**src/rtl/sort_feeder_if.sv**
```systemverilog
// Handshake and window bus between the pixel source, the feeder and the
// compare chain of the 7-input transposition sorter.
interface sort_feeder_if #(
    parameter int unsigned DATA_WIDTH = 8
);
    logic                  flush;
    logic                  in_valid;
    logic [DATA_WIDTH-1:0] in_data;
    logic                  in_ready;
    logic [DATA_WIDTH-1:0] out0;
    logic [DATA_WIDTH-1:0] out1;
    logic [DATA_WIDTH-1:0] out2;
    logic [DATA_WIDTH-1:0] out3;
    logic [DATA_WIDTH-1:0] out4;
    logic [DATA_WIDTH-1:0] out5;
    logic [DATA_WIDTH-1:0] out6;
    logic                  refresh;
    logic                  busy;
    logic                  result_valid;

    modport master (
        output flush, in_valid, in_data,
        input  in_ready, out0, out1, out2, out3, out4, out5, out6,
        input  refresh, busy, result_valid
    );

    modport slave (
        input  flush, in_valid, in_data,
        output in_ready, out0, out1, out2, out3, out4, out5, out6,
        output refresh, busy, result_valid
    );
endinterface

```
**src/rtl/sort_feeder.sv**
```systemverilog
// Gathers 7 serial samples into a window, holds it for the sorter settle time,
// then pulses result_valid/refresh and reopens for the next batch.
module sort_feeder #(
    parameter int unsigned DATA_WIDTH   = 8,
    parameter int unsigned SORT_LATENCY = 14
) (
    input  logic         clk,
    input  logic         rst,
    sort_feeder_if.slave bus
);
    localparam int unsigned N_TAPS = 7;
    localparam int unsigned FILL_W = 3;
    localparam int unsigned WAIT_W = 8;
    localparam logic [FILL_W-1:0] FILL_LAST = FILL_W'(N_TAPS - 1);
    localparam logic [WAIT_W-1:0] WAIT_LAST = WAIT_W'(SORT_LATENCY - 1);

    typedef enum logic [1:0] {
        S_FILL  = 2'd0,
        S_ISSUE = 2'd1,
        S_WAIT  = 2'd2,
        S_DONE  = 2'd3
    } state_e;

    state_e                state_q, state_d;
    logic [FILL_W-1:0]     fill_cnt_q, fill_cnt_d;
    logic [WAIT_W-1:0]     wait_cnt_q, wait_cnt_d;
    logic [DATA_WIDTH-1:0] smp_q [N_TAPS];
    logic [DATA_WIDTH-1:0] smp_d [N_TAPS];
    logic [DATA_WIDTH-1:0] out_q [N_TAPS];
    logic [DATA_WIDTH-1:0] out_d [N_TAPS];
    logic                  refresh_q, refresh_d;
    logic                  result_valid_q, result_valid_d;
    logic                  in_ready;
    logic                  busy;

    // State and datapath registers
    always_ff @(posedge clk) begin
        if (rst) begin
            state_q        <= S_FILL;
            fill_cnt_q     <= '0;
            wait_cnt_q     <= '0;
            refresh_q      <= 1'b0;
            result_valid_q <= 1'b0;
            for (int unsigned k = 0; k < N_TAPS; k++) begin
                smp_q[k] <= '0;
                out_q[k] <= '0;
            end
        end else begin
            state_q        <= state_d;
            fill_cnt_q     <= fill_cnt_d;
            wait_cnt_q     <= wait_cnt_d;
            refresh_q      <= refresh_d;
            result_valid_q <= result_valid_d;
            for (int unsigned k = 0; k < N_TAPS; k++) begin
                smp_q[k] <= smp_d[k];
                out_q[k] <= out_d[k];
            end
        end
    end

    // Next state, sample capture and counters; flush overrides everything
    always_comb begin
        state_d    = state_q;
        fill_cnt_d = fill_cnt_q;
        wait_cnt_d = wait_cnt_q;
        smp_d      = smp_q;
        case (state_q)
            S_FILL: begin
                if (bus.in_valid) begin
                    for (int unsigned k = 0; k < N_TAPS; k++) begin
                        if (fill_cnt_q == FILL_W'(k)) smp_d[k] = bus.in_data;
                    end
                    if (fill_cnt_q == FILL_LAST) begin
                        fill_cnt_d = '0;
                        state_d    = S_ISSUE;
                    end else begin
                        fill_cnt_d = fill_cnt_q + FILL_W'(1);
                    end
                end
            end
            S_ISSUE: begin
                wait_cnt_d = '0;
                state_d    = S_WAIT;
            end
            S_WAIT: begin
                wait_cnt_d = wait_cnt_q + WAIT_W'(1);
                if (wait_cnt_q == WAIT_LAST) state_d = S_DONE;
            end
            S_DONE:  state_d = S_FILL;
            default: state_d = S_FILL;
        endcase
        if (bus.flush) begin
            state_d    = S_FILL;
            fill_cnt_d = '0;
            wait_cnt_d = '0;
            smp_d      = smp_q;
        end
    end

    // Output decode: window load/clear and the registered pulses
    always_comb begin
        out_d          = out_q;
        refresh_d      = 1'b0;
        result_valid_d = 1'b0;
        in_ready       = (state_q == S_FILL);
        busy           = (state_q != S_FILL);
        if (state_q == S_ISSUE) out_d = smp_q;
        if (state_q == S_DONE) begin
            for (int unsigned k = 0; k < N_TAPS; k++) out_d[k] = '0;
        end
        if (state_d == S_DONE) begin
            refresh_d      = 1'b1;
            result_valid_d = 1'b1;
        end
        if (bus.flush) begin
            for (int unsigned k = 0; k < N_TAPS; k++) out_d[k] = '0;
            refresh_d      = 1'b1;
            result_valid_d = 1'b0;
        end
    end

    assign bus.in_ready     = in_ready;
    assign bus.busy         = busy;
    assign bus.refresh      = refresh_q;
    assign bus.result_valid = result_valid_q;
    assign bus.out0         = out_q[0];
    assign bus.out1         = out_q[1];
    assign bus.out2         = out_q[2];
    assign bus.out3         = out_q[3];
    assign bus.out4         = out_q[4];
    assign bus.out5         = out_q[5];
    assign bus.out6         = out_q[6];
endmodule

```
**src/flat_wrapper.sv**
```systemverilog
// flat-port wrapper written by rule: the top's interface ports become plain ports
module sort_feeder_flat 
#(
    parameter int unsigned DATA_WIDTH   = 8,
    parameter int unsigned SORT_LATENCY = 14
)
  (clk, rst, bus_flush, bus_in_valid, bus_in_data, bus_in_ready, bus_out0, bus_out1, bus_out2, bus_out3, bus_out4, bus_out5, bus_out6, bus_refresh, bus_busy, bus_result_valid);
  sort_feeder_if #(.DATA_WIDTH(DATA_WIDTH)) bus_i ();
  input  logic clk;
  input  logic rst;
  input wire logic [$bits(bus_i.flush)-1:0] bus_flush;
  input wire logic [$bits(bus_i.in_valid)-1:0] bus_in_valid;
  input wire logic [$bits(bus_i.in_data)-1:0] bus_in_data;
  output wire logic [$bits(bus_i.in_ready)-1:0] bus_in_ready;
  output wire logic [$bits(bus_i.out0)-1:0] bus_out0;
  output wire logic [$bits(bus_i.out1)-1:0] bus_out1;
  output wire logic [$bits(bus_i.out2)-1:0] bus_out2;
  output wire logic [$bits(bus_i.out3)-1:0] bus_out3;
  output wire logic [$bits(bus_i.out4)-1:0] bus_out4;
  output wire logic [$bits(bus_i.out5)-1:0] bus_out5;
  output wire logic [$bits(bus_i.out6)-1:0] bus_out6;
  output wire logic [$bits(bus_i.refresh)-1:0] bus_refresh;
  output wire logic [$bits(bus_i.busy)-1:0] bus_busy;
  output wire logic [$bits(bus_i.result_valid)-1:0] bus_result_valid;
  assign bus_i.flush = bus_flush;
  assign bus_i.in_valid = bus_in_valid;
  assign bus_i.in_data = bus_in_data;
  assign bus_in_ready = bus_i.in_ready;
  assign bus_out0 = bus_i.out0;
  assign bus_out1 = bus_i.out1;
  assign bus_out2 = bus_i.out2;
  assign bus_out3 = bus_i.out3;
  assign bus_out4 = bus_i.out4;
  assign bus_out5 = bus_i.out5;
  assign bus_out6 = bus_i.out6;
  assign bus_refresh = bus_i.refresh;
  assign bus_busy = bus_i.busy;
  assign bus_result_valid = bus_i.result_valid;
  sort_feeder #(.DATA_WIDTH(DATA_WIDTH), .SORT_LATENCY(SORT_LATENCY)) u_core (.clk(clk), .rst(rst), .bus(bus_i));
endmodule
```
**config.mk**
```make
export PLATFORM = sky130hd
export DESIGN_NAME = sort_feeder_flat
export DESIGN_NICKNAME = d
export VERILOG_FILES = /design/src/rtl/sort_feeder_if.sv /design/src/rtl/sort_feeder.sv /design/src/flat_wrapper.sv
export SDC_FILE = /design/constraint.sdc
export NUM_CORES = 1
export LEC_CHECK = 0
export CAP_MARGIN = 10
export CORE_ASPECT_RATIO = 0.7
export CORE_UTILIZATION = 56
export CTS_BUF_LIST = sky130_fd_sc_hd__clkbuf_8
export DETAILED_ROUTE_END_ITERATION = 12
export HOLD_SLACK_MARGIN = 0.08
export MAX_ROUTING_LAYER = met4
export PLACE_DENSITY = 0.82
export SYNTH_ARGS = -nofsm -noshare
export SYNTH_HDL_FRONTEND = slang
export SYNTH_SLANG_ARGS = --single-unit
export TNS_END_PERCENT = 1
```
**constraint.sdc**
```tcl
create_clock -name clk -period 1.8 [get_ports clk]
set_input_delay 0.27 -clock clk [delete_from_list [all_inputs] [get_ports clk]]
set_output_delay 0.27 -clock clk [all_outputs]
set_load 0.03 [all_outputs]
```
Word level (Yosys, flattened, before mapping) --
Cells that the tools add are included.
Operators by class: shift-type cells 0, add/sub/neg operators 2, multiplexer cells 9, equality and inequality tests 11, divide/modulo/power cells 0, $lt $le $gt $ge 0, reduce and logical (&&, ||, !) cells 14, bitwise operators 1, multipliers 0
Operator list (number):
- $reduce_and 4->1 | 7
- $pmux 8 s2 | 1
- $eq 3x3->1 const B | 3
- $add 8x1->8 const B | 1
- $eq 8x4->1 const B | 1
- $mux 2 | 4
- $pmux 2 s4 | 1
- $eq 2x2->1 const B | 3
- $eq 3x2->1 const B | 2
- $reduce_bool 2->1 | 2
- $add 3x1->3 const B | 1
- $eq 3x1->1 const B | 1
- $logic_not 3->1 | 1
- $mux 3 | 1
- $reduce_or 3->1 | 1
- $eq 2x1->1 const B | 1
- $logic_not 2->1 | 1
- $mux 1 | 2
- $reduce_and 2->1 | 1
- $reduce_or 2->1 | 1
- $not 1->1 | 1
Storage, ports and cells: memory bits (read-only) 0, RAM bits 0, memories 0, flip-flop bits (word level) 127, latch bits 0

Depth between registers and ports, before layout --
depth after elaboration 8, depth in mapped cells 7

Least setup slack after synthesis --
No wires, ideal clock.
kind reg2reg, from reg u_core.state_q[0], to reg u_core.smp_q[8] in the netlist's numbering, setup slack 101 ps, stages on the path, launching flop included 8, arrival 1574 ps, data required time 1675 ps, cell sequence dfxtp_1 -> inv_1 -> ha_1 -> and4bb_1 -> buf_6 -> and3_4 -> buf_6 -> mux2i_1
Between the ends: longest elaborated chain between the ends 2
RTL lines:
- start: declaration | line sort_feeder.sv:24 | state_e state_q, state_d;
- start signal: assignment | line sort_feeder.sv:49 | state_q <= state_d;
- $logic_not 2->1
- named net bus_in_ready | line flat_wrapper.sv:14 | output wire logic [$bits(bus_i.in_ready)-1:0] bus_in_ready;
- $reduce_and 4->1 (no source line)
- end signal: indexed assignment | line sort_feeder.sv:55 | smp_q[k] <= smp_d[k];
- end: declaration | line sort_feeder.sv:27 | logic [DATA_WIDTH-1:0] smp_q [N_TAPS];
The timed path passes the listed nets, and every way through them passes these cells. A chain may end at the register's enable or synchronous reset.

Worst setup path in the final report --
from reg u_core.out_q (netlist bit u_core.bus.out0[7]), to out bus_out0[7]
RTL lines:
- start: declaration | line sort_feeder.sv:29 | logic [DATA_WIDTH-1:0] out_q [N_TAPS];
- start signal: indexed assignment | line sort_feeder.sv:56 | out_q[k] <= out_d[k];
- end: declaration | line flat_wrapper.sv:15 | output wire logic [$bits(bus_i.out0)-1:0] bus_out0;
No word-level cell between the ends.

==> results.json <==
{
  "fp-row-count": 28,
  "wl_per_cell_um": 15.2,
  "syn_inst": 471,
  "drt_pass1_iterations": 4,
  "viasPerCell": 5.16,
  "gp_congestion": 0.879,
  "ir_worst_vdd_uv": 580,
  "dp_hpwl_mm": 7.21,
  "wl_mm": 10.5,
  "synth_nets": 490,
  "hold_start": "bus_in_data[1]",
  "p_clk_frac": 0.411,
  "numCtsBuffers": 17,
  "place_ws_ns": -0.0443,
  "die_w_um": 114,
  "max_freq_mhz": 577,
  "fin_crit_sh": 0.963,
  "switchingPower_mw": 1.28,
  "io_pins": 72,
  "cell_internal_pwr_mw": 3.88,
  "grt_max_degree": 43,
  "cap_violations": 0,
  "drive_gt1_frac": 0.116,
  "startpoint_type": "flop",
  "grtUsageTotal": 0.256,
  "hold_path.class": "in -> reg",
  "synth-warning-count": 0,
  "postCtsSetupRepairBufs": 0,
  "seq_area_um2": 2540,
  "numPortBuffers": 71,
  "ant_nets": 0,
  "r2r-start": "u_core.state_q[1]$_SDFF_PP0_",
  "finalClockSkew_ns": 0.00808,
  "switching_share": 0.248,
  "fin_ws_ns": 0.0664,
  "power.leakage_nw": 2.42,
  "critPathTopFamily": "buffers and inverters",
  "dr_total_vias": 3553,
  "worst_ep_arrival_time_ns": 1.46,
  "status": "completed",
  "antenna_found_initial": 0,
  "clk_pin_slew_ns": 0.07,
  "synthArstFlopShare": 0,
  "fin_nets": 575,
  "whs_endpoint": "u_core.smp_q[25]$_SDFFE_PP0P_",
  "cp_max_fo": 2,
  "r2r_slack_ns": 0.09,
  "setup_violations": 0,
  "die_h_um": 80.3,
  "cts_buffer_depth": 2,
  "critPathMaxStageDelay_ns": 0.69,
  "reg2reg_to": "u_core.wait_cnt_q[7]$_SDFFE_PP0P_",
  "pwr_density_cell_nw_per_um2": 828,
  "initial_core_util": 0.579,
  "grt_setup_unrepaired": "no",
  "layout_commonest_cell": "dfxtp_1",
  "max-slew-margin-rel": 0.677,
  "finalHoldViolations": 0,
  "crit_type": "reg -> out",
  "seq_power_share": 0.549,
  "critical_path.slowest_cell": "clkdlybuf4s50_1",
  "multi_input_area_um2": 2220,
  "cts_tree": "yes",
  "final_cell_mix": "dfxtp_1, mux2i_1, clkdlybuf4s50_1",
  "drt_iter0_drc": 272,
  "cts.sinks": 127,
  "worst_pin_slew_ns": 0.484,
  "fin_crit_ns": 1.73,
  "avgSynthCellArea_um2": 10.4,
  "syn_area_um2": 4900,
  "slew_violations": 0,
  "grt_pass1_wl_mm": 17.0,
  "tns_ns": 0,
  "drc": 0,
  "path_buf_inv": 1,
  "combPwrFrac": 0.040,
  "hold_depth": 3,
  "synth_edf_count": 0,
  "fillers": 622,
  "synth-seq-area-share": 0.518,
  "syn_to_final_growth_pct": 27.1,
  "synth-seq-cells": 127,
  "cp.required_ns": 1.53,
  "worstPathCellList": "clkdlybuf4s50_1",
  "core_um2": 8480,
  "fin_area_um2": 6240,
  "first_global_vias": 3412,
  "ys_types": 40,
  "dieArea_um2": 9140,
  "htreeDepth": 4,
  "overflow": 0,
  "crit_cells": 1,
  "ctsRootBufferMaster": "clkbuf_8",
  "diodes": 0,
  "worstSetupEndpointType": "output pin",
  "place_area_um2": 5870,
  "ys.flop_type": "dfxtp_1",
  "r2r_cells": 5,
  "insertion_delay_ns": 0.44
}
-- through the flow --
step / utilization / power (mW) / std cells / hold slack, ns
global placement: 0.693 / 3.10 / 657 / 0.448
CTS: 0.734 / 5.21 / 689 / 0.408
floorplan: - / 3.00 / 471 / 0.406
detailed placement: 0.693 / 3.11 / 657 / 0.454
global route: 0.736 / 5.37 / 689 / 0.417
finish: 0.736 / 5.16 / 689 / 0.423
-- how the worst max path moves through the flow --
stage | start | to | slack (ns)
2_1_floorplan | u_core.state_q[0]$_SDFF_PP0_ | u_core.smp_q[8]$_SDFFE_PP0P_ | 0.10
3_3_place_gp | rst | u_core.smp_q[21]$_SDFFE_PP0P_ | 0.007
3_5_place_dp | rst | u_core.smp_q[45]$_SDFFE_PP0P_ | -0.04
4_1_cts | u_core.state_q[1]$_SDFF_PP0_ | bus_in_ready | 0.02
5_1_grt | u_core.state_q[1]$_SDFF_PP0_ | bus_in_ready | 0.003
6_report | u_core.bus.out0[7]$_SDFFE_PP0N_ | bus_out0[7] | 0.07
-- final cells by class --
class / instances / share of cell area
Timing Repair Buffer: 91 / 0.151
Tap cell: 120 / 0.0241
Inverter: 9 / 0.00542
Multi-Input combinational cell: 310 / 0.356
Sequential cell: 127 / 0.408
Clock buffer: 17 / 0.0375
Clock inverter: 15 / 0.0189
-- sequential cells by signal (all words and copies together) (netlist names) --
name and count:
u_core.bus.out0 8, u_core.bus.out1 8, u_core.bus.out2 8, u_core.bus.out3 8, u_core.bus.out4 8, u_core.bus.out5 8, u_core.bus.out6 8, u_core.bus.refresh 1
u_core.bus.result_valid 1, u_core.fill_cnt_q 3, u_core.smp_q 56, u_core.state_q 2, u_core.wait_cnt_q 8
-- synthesized netlist by cell type (2+ instances only) --
cell,number,share of area
and2_1,2,0.0026
ha_1,7,0.018
nor3_1,2,0.0020
a21oi_1,13,0.013
inv_1,9,0.0069
dfxtp_1,127,0.52
nand4_1,2,0.0026
o21ai_0,3,0.0031
or3_1,4,0.0051
xor2_1,3,0.0054
nand2_2,3,0.0038
nor4bb_1,2,0.0041
nand2b_1,56,0.071
and4b_1,2,0.0041
nor2_1,63,0.048
buf_2,12,0.012
nand2_1,25,0.019
buf_6,2,0.0046
clkbuf_1,10,0.0077
mux2i_1,104,0.21
-- kinds of logic after synthesis --
| kind of cell | count (synthesis) | synth area share |
|---|---|---|
| xor gates and xnor gates | 4 | 0.00714 |
| and+or+nand+nor | 170 | 0.180 |
| DFF | 127 | 0.518 |
| muxes | 104 | 0.212 |
| buffers and inverters | 34 | 0.0329 |
| AOI/OAI and AO/OA | 25 | 0.0314 |
| adders and majority gates | 7 | 0.0179 |
-- power groups by stage --
| stage | Clock, mW | Sequential [mW] | Combinational [mW] |
|---|---|---|---|
| after global routing | 2.32 | 2.83 | 0.218 |
| after CTS | 2.17 | 2.83 | 0.207 |
| after detailed placement | 0 | 2.90 | 0.207 |
| after floorplan | 0 | 2.90 | 0.105 |
| after global placement | 0 | 2.90 | 0.204 |
| final | 2.12 | 2.83 | 0.206 |
-- repair_timing --
action | CTS | global route
gates cloned | 0 | 0
hold buffers | 0 | 0
pin swaps | 0 | 0
gates resized for setup | 4 | 4
setup endpoints to repair | 2 | 6
-- layer usage --
metal  up-vias  GRT usage  part of all wire
li1       1752          -                 -
met3        13     0.0732             0.061
met1      1695      0.322              0.48
met2        93      0.389              0.45
met5         -          -                 0
met4         0      0.110             0.011
No activity file was read; power rests on OpenSTA's default activity.
